--- src/rtl/systolic_requant_stream_pkg.sv ---
`default_nettype none
// ============================================================================
// Module      : systolic_requant_stream_pkg
// Description : Shared types and constants for the requantizing output stream.
// Revision    : 1.0 - initial release
// ============================================================================
package systolic_requant_stream_pkg;

    localparam int ACC_W_DEFAULT  = 32;
    localparam int DATA_W_DEFAULT = 8;

    typedef enum logic [0:0] {
        ST_IDLE = 1'b0,
        ST_RUN  = 1'b1
    } state_t;

    function automatic int sat_max(input int w);
        return (1 << (w - 1)) - 1;
    endfunction

    localparam int OUT_MAX = sat_max(DATA_W_DEFAULT);
    localparam int OUT_MIN = -sat_max(DATA_W_DEFAULT) - 1;

endpackage
`default_nettype wire

--- src/rtl/systolic_requant_stream_if.sv ---
`default_nettype none
// ============================================================================
// Module      : systolic_requant_stream_if
// Description : Valid/ready element stream towards the activation buffer.
// Revision    : 1.0 - initial release
// ============================================================================
interface systolic_requant_stream_if #(
    parameter int DATA_W = 8,
    parameter int IDX_W  = 4
);
    logic                     out_valid;
    logic                     out_ready;
    logic signed [DATA_W-1:0] out_data;
    logic [IDX_W-1:0]         out_idx;
    logic                     out_last;

    modport master (output out_valid, out_data, out_idx, out_last, input out_ready);
    modport slave  (input out_valid, out_data, out_idx, out_last, output out_ready);
endinterface
`default_nettype wire

--- src/rtl/systolic_requant_stream_requant_unit.sv ---
`default_nettype none
// ============================================================================
// Module      : systolic_requant_stream_requant_unit
// Description : Two-stage int32->int8 requantizer (scale, round, zp, relu, clamp).
// Revision    : 1.0 - initial release
// ============================================================================
module systolic_requant_stream_requant_unit
    import systolic_requant_stream_pkg::*;
#(
    parameter int ACC_W   = ACC_W_DEFAULT,
    parameter int DATA_W  = DATA_W_DEFAULT,
    parameter int MULT_W  = 16,
    parameter int SHIFT_W = 6
) (
    input  logic                     clk,
    input  logic                     rst_n,
    input  logic                     en,
    input  logic signed [ACC_W-1:0]  c,
    input  logic [MULT_W-1:0]        mult,
    input  logic [SHIFT_W-1:0]       shift,
    input  logic signed [DATA_W-1:0] zp,
    input  logic                     relu,
    output logic signed [DATA_W-1:0] data,
    output logic                     sat
);
    localparam int PROD_W = ACC_W + MULT_W + 1;
    // Two guard bits keep the rounding add and zero-point add free of overflow.
    localparam int SUM_W  = PROD_W + 2;
    localparam logic signed [SUM_W-1:0] c_sat_max = SUM_W'(sat_max(DATA_W));
    localparam logic signed [SUM_W-1:0] c_sat_min = SUM_W'(-sat_max(DATA_W) - 1);

    logic signed [PROD_W-1:0] w_prod, r_prod;
    logic signed [SUM_W-1:0]  w_ext, w_half, w_rnd, w_shr, w_zp, w_sum, w_relu;
    logic signed [DATA_W-1:0] w_data;
    logic                     w_sat;

    assign w_prod = PROD_W'(c) * PROD_W'($signed({1'b0, mult}));

    always_comb begin
        w_ext  = SUM_W'(r_prod);
        w_half = (shift == '0) ? '0 : (SUM_W'(1) << (shift - 1'b1));
        w_rnd  = w_ext + w_half;
        w_shr  = w_rnd >>> shift;
        w_zp   = SUM_W'(zp);
        w_sum  = w_shr + w_zp;
        w_relu = (relu && (w_sum < w_zp)) ? w_zp : w_sum;
        w_sat  = 1'b0;
        w_data = w_relu[DATA_W-1:0];
        if (w_relu > c_sat_max) begin
            w_data = c_sat_max[DATA_W-1:0];
            w_sat  = 1'b1;
        end else if (w_relu < c_sat_min) begin
            w_data = c_sat_min[DATA_W-1:0];
            w_sat  = 1'b1;
        end
    end

    always_ff @(posedge clk or negedge rst_n) begin
        if (!rst_n) begin
            r_prod <= '0;
            data   <= '0;
            sat    <= 1'b0;
        end else if (en) begin
            r_prod <= w_prod;
            data   <= w_data;
            sat    <= w_sat;
        end
    end
endmodule
`default_nettype wire

--- src/rtl/systolic_requant_stream.sv ---
`default_nettype none
// ============================================================================
// Module      : systolic_requant_stream
// Description : Captures the C matrix on done and streams requantized int8 elements.
// Revision    : 1.0 - initial release
// ============================================================================
module systolic_requant_stream
    import systolic_requant_stream_pkg::*;
#(
    parameter int ACC_W   = ACC_W_DEFAULT,
    parameter int DATA_W  = DATA_W_DEFAULT,
    parameter int ROWS    = 4,
    parameter int COLS    = 4,
    parameter int MULT_W  = 16,
    parameter int SHIFT_W = 6
) (
    input  logic                         clk,
    input  logic                         rst_n,
    input  logic                         c_done,
    input  logic [ROWS*COLS*ACC_W-1:0]   c_flat,
    input  logic [MULT_W-1:0]            cfg_mult,
    input  logic [SHIFT_W-1:0]           cfg_shift,
    input  logic signed [DATA_W-1:0]     cfg_zp,
    input  logic                         cfg_relu,
    output logic                         busy,
    output logic                         done,
    output logic [15:0]                  sat_count,
    output logic                         overrun,
    systolic_requant_stream_if.master    out_if
);
    localparam int N     = ROWS * COLS;
    localparam int IDX_W = $clog2(N);
    localparam logic [IDX_W-1:0] c_last_idx = IDX_W'(N - 1);

    state_t r_state, w_state_nxt;
    logic signed [ACC_W-1:0]  r_buf [N];
    logic [MULT_W-1:0]        r_mult;
    logic [SHIFT_W-1:0]       r_shift;
    logic signed [DATA_W-1:0] r_zp;
    logic                     r_relu;
    logic                     r_issue, r_v1, r_v2, r_done, r_overrun;
    logic [IDX_W-1:0]         r_rd_idx, r_idx1, r_idx2;
    logic [15:0]              r_sat_count;
    logic                     w_start, w_finish, w_en, w_hs, w_sat;
    logic signed [DATA_W-1:0] w_data;

    // Whole pipeline freezes while the presented element is not accepted.
    assign w_en = !(r_v2 && !out_if.out_ready);
    assign w_hs = r_v2 && out_if.out_ready;

    always_ff @(posedge clk or negedge rst_n) begin
        if (!rst_n) r_state <= ST_IDLE;
        else        r_state <= w_state_nxt;
    end

    always_comb begin
        w_state_nxt = r_state;
        w_start     = 1'b0;
        w_finish    = 1'b0;
        case (r_state)
            ST_IDLE: if (c_done) begin
                w_start     = 1'b1;
                w_state_nxt = ST_RUN;
            end
            ST_RUN: if (w_hs && (r_idx2 == c_last_idx)) begin
                w_finish    = 1'b1;
                w_state_nxt = ST_IDLE;
            end
            default: w_state_nxt = ST_IDLE;
        endcase
    end

    always_ff @(posedge clk or negedge rst_n) begin
        if (!rst_n) begin
            for (int i = 0; i < N; i++) r_buf[i] <= '0;
            r_mult      <= '0;
            r_shift     <= '0;
            r_zp        <= '0;
            r_relu      <= 1'b0;
            r_issue     <= 1'b0;
            r_rd_idx    <= '0;
            r_v1        <= 1'b0;
            r_idx1      <= '0;
            r_v2        <= 1'b0;
            r_idx2      <= '0;
            r_done      <= 1'b0;
            r_overrun   <= 1'b0;
            r_sat_count <= '0;
        end else begin
            r_done <= w_finish;
            if (c_done && (r_state == ST_RUN)) r_overrun <= 1'b1;
            if (w_hs && w_sat && (r_sat_count != 16'hFFFF)) r_sat_count <= r_sat_count + 16'd1;
            if (w_start) begin
                for (int i = 0; i < N; i++) r_buf[i] <= c_flat[i*ACC_W +: ACC_W];
                r_mult   <= cfg_mult;
                r_shift  <= cfg_shift;
                r_zp     <= cfg_zp;
                r_relu   <= cfg_relu;
                r_rd_idx <= '0;
                r_issue  <= 1'b1;
            end else if (w_en && r_issue) begin
                r_rd_idx <= r_rd_idx + 1'b1;
                if (r_rd_idx == c_last_idx) r_issue <= 1'b0;
            end
            if (w_en) begin
                r_v1   <= r_issue;
                r_idx1 <= r_rd_idx;
                r_v2   <= r_v1;
                r_idx2 <= r_idx1;
            end
        end
    end

    systolic_requant_stream_requant_unit #(
        .ACC_W   (ACC_W),
        .DATA_W  (DATA_W),
        .MULT_W  (MULT_W),
        .SHIFT_W (SHIFT_W)
    ) u_requant (
        .clk   (clk),
        .rst_n (rst_n),
        .en    (w_en),
        .c     (r_buf[r_rd_idx]),
        .mult  (r_mult),
        .shift (r_shift),
        .zp    (r_zp),
        .relu  (r_relu),
        .data  (w_data),
        .sat   (w_sat)
    );

    assign busy             = (r_state == ST_RUN);
    assign done             = r_done;
    assign overrun          = r_overrun;
    assign sat_count        = r_sat_count;
    assign out_if.out_valid = r_v2;
    assign out_if.out_data  = w_data;
    assign out_if.out_idx   = r_idx2;
    assign out_if.out_last  = r_v2 && (r_idx2 == c_last_idx);
endmodule
`default_nettype wire

--- src/flat_wrapper.sv ---
// flat-port wrapper written by rule: the top's interface ports become plain ports
module systolic_requant_stream_flat import systolic_requant_stream_pkg::*;
#(
    parameter int ACC_W   = ACC_W_DEFAULT,
    parameter int DATA_W  = DATA_W_DEFAULT,
    parameter int ROWS    = 4,
    parameter int COLS    = 4,
    parameter int MULT_W  = 16,
    parameter int SHIFT_W = 6
)
  (clk, rst_n, c_done, c_flat, cfg_mult, cfg_shift, cfg_zp, cfg_relu, busy, done, sat_count, overrun, out_if_out_valid, out_if_out_data, out_if_out_idx, out_if_out_last, out_if_out_ready);
  systolic_requant_stream_if #(.DATA_W(DATA_W), .IDX_W(4)) out_if_i ();
  input  logic clk;
  input  logic rst_n;
  input  logic c_done;
  input  logic [ROWS*COLS*ACC_W-1:0] c_flat;
  input  logic [MULT_W-1:0] cfg_mult;
  input  logic [SHIFT_W-1:0] cfg_shift;
  input  logic signed [DATA_W-1:0] cfg_zp;
  input  logic cfg_relu;
  output logic busy;
  output logic done;
  output logic [15:0] sat_count;
  output logic overrun;
  output wire logic [$bits(out_if_i.out_valid)-1:0] out_if_out_valid;
  output wire logic [$bits(out_if_i.out_data)-1:0] out_if_out_data;
  output wire logic [$bits(out_if_i.out_idx)-1:0] out_if_out_idx;
  output wire logic [$bits(out_if_i.out_last)-1:0] out_if_out_last;
  input wire logic [$bits(out_if_i.out_ready)-1:0] out_if_out_ready;
  assign out_if_out_valid = out_if_i.out_valid;
  assign out_if_out_data = out_if_i.out_data;
  assign out_if_out_idx = out_if_i.out_idx;
  assign out_if_out_last = out_if_i.out_last;
  assign out_if_i.out_ready = out_if_out_ready;
  systolic_requant_stream #(.ACC_W(ACC_W), .DATA_W(DATA_W), .ROWS(ROWS), .COLS(COLS), .MULT_W(MULT_W), .SHIFT_W(SHIFT_W)) u_core (.clk(clk), .rst_n(rst_n), .c_done(c_done), .c_flat(c_flat), .cfg_mult(cfg_mult), .cfg_shift(cfg_shift), .cfg_zp(cfg_zp), .cfg_relu(cfg_relu), .busy(busy), .done(done), .sat_count(sat_count), .overrun(overrun), .out_if(out_if_i));
endmodule
--- config.mk ---
export PLATFORM = sky130hd
export DESIGN_NAME = systolic_requant_stream_flat
export DESIGN_NICKNAME = d
export VERILOG_FILES = /design/src/rtl/systolic_requant_stream_pkg.sv /design/src/rtl/systolic_requant_stream_if.sv /design/src/rtl/systolic_requant_stream_requant_unit.sv /design/src/rtl/systolic_requant_stream.sv /design/src/flat_wrapper.sv
export SDC_FILE = /design/constraint.sdc
export NUM_CORES = 2
export LEC_CHECK = 0
export BUFFER_PORTS_ARGS = -buffer_cell sky130_fd_sc_hd__buf_2
export CELL_PAD_IN_SITES_DETAIL_PLACEMENT = 1
export CELL_PAD_IN_SITES_GLOBAL_PLACEMENT = 1
export CORE_UTILIZATION = 40
export CTS_BUF_LIST = sky130_fd_sc_hd__clkbuf_16
export DETAILED_ROUTE_END_ITERATION = 8
export GPL_TIMING_DRIVEN = 0
export PLACE_DENSITY = 0.73
export SYNTH_ARGS = -nofsm -noshare
export SYNTH_HDL_FRONTEND = slang
export SYNTH_HIERARCHICAL = 1
export SYNTH_SLANG_ARGS = --single-unit
--- constraint.sdc ---
create_clock -name clk -period 16.4 [get_ports clk]
set_input_delay 0.82 -clock clk [delete_from_list [all_inputs] [get_ports clk]]
set_output_delay 0.82 -clock clk [all_outputs]
set_load 0.05 [all_outputs]
==> metrics.md <==
| Metric | Value |
|---|---|
| Status | `completed` |
| # DRC | `0` |
| RD Place Congestion | `0.986` |
| Starting Density | `0.404` |
| Io pins | `580` |
| Skew-Pair Late Insertion Delay | `690 ps` |
| Global-route wire length before repair | `341 mm` |
| CP max stage cell | `nor4_1` |
| Unrepaired setup endpoints after global routing | `no` |
| Hold_buf cts | `0` |
| CP required | `16860 ps` |
| Synthesized flop and latch total | `635` |
| Die width | `380 µm` |
| CTS tree | `done` |
| Final #Nets | `7483` |
| Post-Synthesis Cells | `5512` |
| Mapped Area | `57200 µm²` |
| Met3 usage | `0.0602` |
| Setup_tns | `0 ps` |
| Synth Flop Type | `dfrtp_1` |
| Slew headroom | `0.106` |
| Worst-Margin Slew | `1340 ps` |
| Share of cells above drive strength 1 | `0.172` |
| CP endpoint kind | `flop` |
| CTS root buf | `clkbuf_16` |
| Final setup violation count | `0` |
| Sink Count | `635` |
| Dpl cells | `7989` |
| Post-CTS setup buffer count | `0` |
| Final cell count without fillers | `8175` |
| Tmin final | `15650 ps` |
| Die Y | `380 µm` |
| Largest net degree at the start of global routing | `113` |
| Post-DP HPWL | `186 mm` |
| Syn Nets | `6819` |
| Core Footprint | `142000 µm²` |
| R2R Setup Slk | `750 ps` |
| Clock Skew | `52.0 ps` |
| Worst-path maximum fanout | `10` |
| Number of global-route vias before repair | `52200` |
| EDFF count, synth | `0` |
| Antenna violations before repair | `87` |
| Busiest grt layer | `met2` |
| Average cell area after synthesis | `10.4 µm²` |
| First DRT Iteration DRCs | `3089` |
| Max-cap viol count | `0` |
| Syn-to-layout area delta | `14.2%` |
| Crit path DAT | `16110 ps` |
| Fillers | `15900` |
| Min-Delay Path Class | `primary input to asynchronous set/reset pin` |
| Final Max Tran Viols | `0` |
| Number of CTS-inserted buffers | `75` |
| H-Tree Level Count | `3` |
| Async S/R FF share, synth | `1.00` |
| Grt ovf | `0` |
| Final period utilization | `0.954` |
| Cell variety after synth | `104` |
| Crit path largest cell delay | `870 ps` |
| Crit path kind | `flop to flop` |
| DIE AREA | `145000 µm²` |
| Sequential-to-total area share from yosys stat | `0.278` |
| Max Freq | `63.9 MHz` |
| Post-CTS Resized | `0` |
| Drt first pass iters | `7` |
| Buffers added on ports | `579` |
| Vias post-DR | `47400` |
| CP Launch Type | `flop` |
| Yosys warnings | `6` |
| CTS clock-pin slew for the worst setup and hold paths | `60 ps` |
| Number of cell rows | `138` |
| Grt met2 use | `0.514` |
| Global Route Usage Sum | `0.315` |
| Cell repeated most along the worst path | `nor2_1` |
| Drt wl/cell | `28.0 µm` |
| Via/cell ratio | `5.80` |
| Max Root-Sink Buffers | `3` |
| Post-Route WL | `229 mm` |
| Met1 GRT Util | `0.383` |
| Final hold vios | `0` |
| Routed Antenna Nets | `0` |
==> path summary, 6_finish.rpt <==
check,from,end,cells after the start
max reg2reg,u_core/r_shift[4]$_DFFE_PN0P_,u_core/u_requant/data[4]$_DFFE_PN0P_,42
min in group clk,c_flat[42],u_core/r_buf[458]$_DFFE_PN0P_,2
min reg2reg,u_core/r_v1$_DFFE_PN0N_,u_core/out_if.out_valid$_DFFE_PN0N_,2
max,u_core/r_shift[4]$_DFFE_PN0P_,u_core/u_requant/data[4]$_DFFE_PN0P_,42
min,rst_n,u_core/sat_count[14]$_DFFE_PN0P_,1
max in group asynchronous,rst_n,u_core/r_buf[326]$_DFFE_PN0P_,4
==> flip-flops by register name, indices dropped and copies added (netlist names), 4 cells and up <==
| signal | count |
|---|---|
| u_core/out_if.out_idx | 4 |
| u_core/r_buf | 512 |
| u_core/r_idx1 | 4 |
| u_core/r_mult | 16 |
| u_core/r_rd_idx | 4 |
| u_core/r_shift | 6 |
| u_core/r_zp | 8 |
| u_core/sat_count | 16 |
| u_core/u_requant/data | 8 |
| u_core/u_requant/r_prod | 49 |
==> layer usage <==
metal	part of all wire	wire length, µm	vias up
met5	0.0019	432	-
met4	0.072	16400	66
met3	0.065	14900	616
met2	0.47	107000	1857
met1	0.39	89900	24500
li1	-	-	20400
==> per-stage QoR <==
step,instance area [µm²],setup slack (ps),utilization,hold slack (ps)
global placement,62500,420,0.441,428
floorplan,57200,6240,-,411
global route,65300,62.5,0.461,205
finish,65300,750,0.461,142
detailed placement,62700,343,0.442,452
CTS,65200,250,0.460,217
==> layout make-up <==
class                      count  area, µm²  area share
multi-input combinational   3964      37700       0.578
sequential                   635      15900       0.243
timing repair buffer         587       3100      0.0474
tap                         1890       2360      0.0362
inverter                     608       2280      0.0349
clock buffer                  75       1880      0.0287
buffer                       305       1380      0.0211
clock inverter                57        574     0.00879
antenna                       54        135     0.00207
==> cells in the final DEF, fill, tap and decap left out, types with 218 or more instances in the layout <==
cell / n
nor2_1: 228
nand2_1: 574
mux2_1: 544
dfrtp_1: 634
ha_1: 269
fa_1: 491
and2_1: 220
inv_1: 613
buf_2: 651
a21oi_1: 218
==> synth_stat cells, drive strengths merged (13+ instances only) <==
cell type	n	share of area
nor2	229	0.015
nand2	575	0.038
o21ai	156	0.014
and3	32	0.0035
o21bai	33	0.0043
and2	220	0.024
or2	15	0.0017
o221ai	21	0.0032
a211oi	39	0.0052
o31ai	17	0.0025
mux2i	52	0.0091
a31oi	36	0.0039
nand2b	17	0.0019
inv	606	0.040
fa	491	0.17
or3	13	0.0014
a221o	13	0.0023
o211ai	33	0.0044
a221oi	22	0.0035
o21a	17	0.0022
nand3	62	0.0054
ha	269	0.059
xor2	53	0.0081
dfrtp	635	0.28
buf	100	0.0096
nor3	58	0.0052
nand4	59	0.0067
clkbuf	204	0.014
mux2	619	0.12
nor4	18	0.0021
mux4	143	0.056
a21o	76	0.010
and4	15	0.0024
nor2b	16	0.0017
xnor2	105	0.016
a22oi	70	0.0092
a21oi	219	0.019
==> kinds of logic after synthesis <==
group | count (synthesis) | synth area share
and+or+nand+nor | 1352 | 0.112
buffers and inverters | 913 | 0.0639
AOI/OAI and AO/OA | 880 | 0.105
muxes | 814 | 0.187
adders and majority gates | 760 | 0.231
DFF | 635 | 0.278
xor gates and xnor gates | 158 | 0.0242
==> worst max-delay path, delay by kind of cell (launching register included) <==
family                   cells  cell delay, ps
AO/OA/AOI/OAI               15            5450
XOR/XNOR                     2            1020
adder cells (fa/ha/maj)      3             670
buffers and inverters        4            2030
flip-flops                   1             340
multiplexers                 1             500
AND/OR/NAND/NOR             17            5420
Power is not shown: default switching activity piles up to over one toggle a cycle in this logic, so the estimate is an artifact.
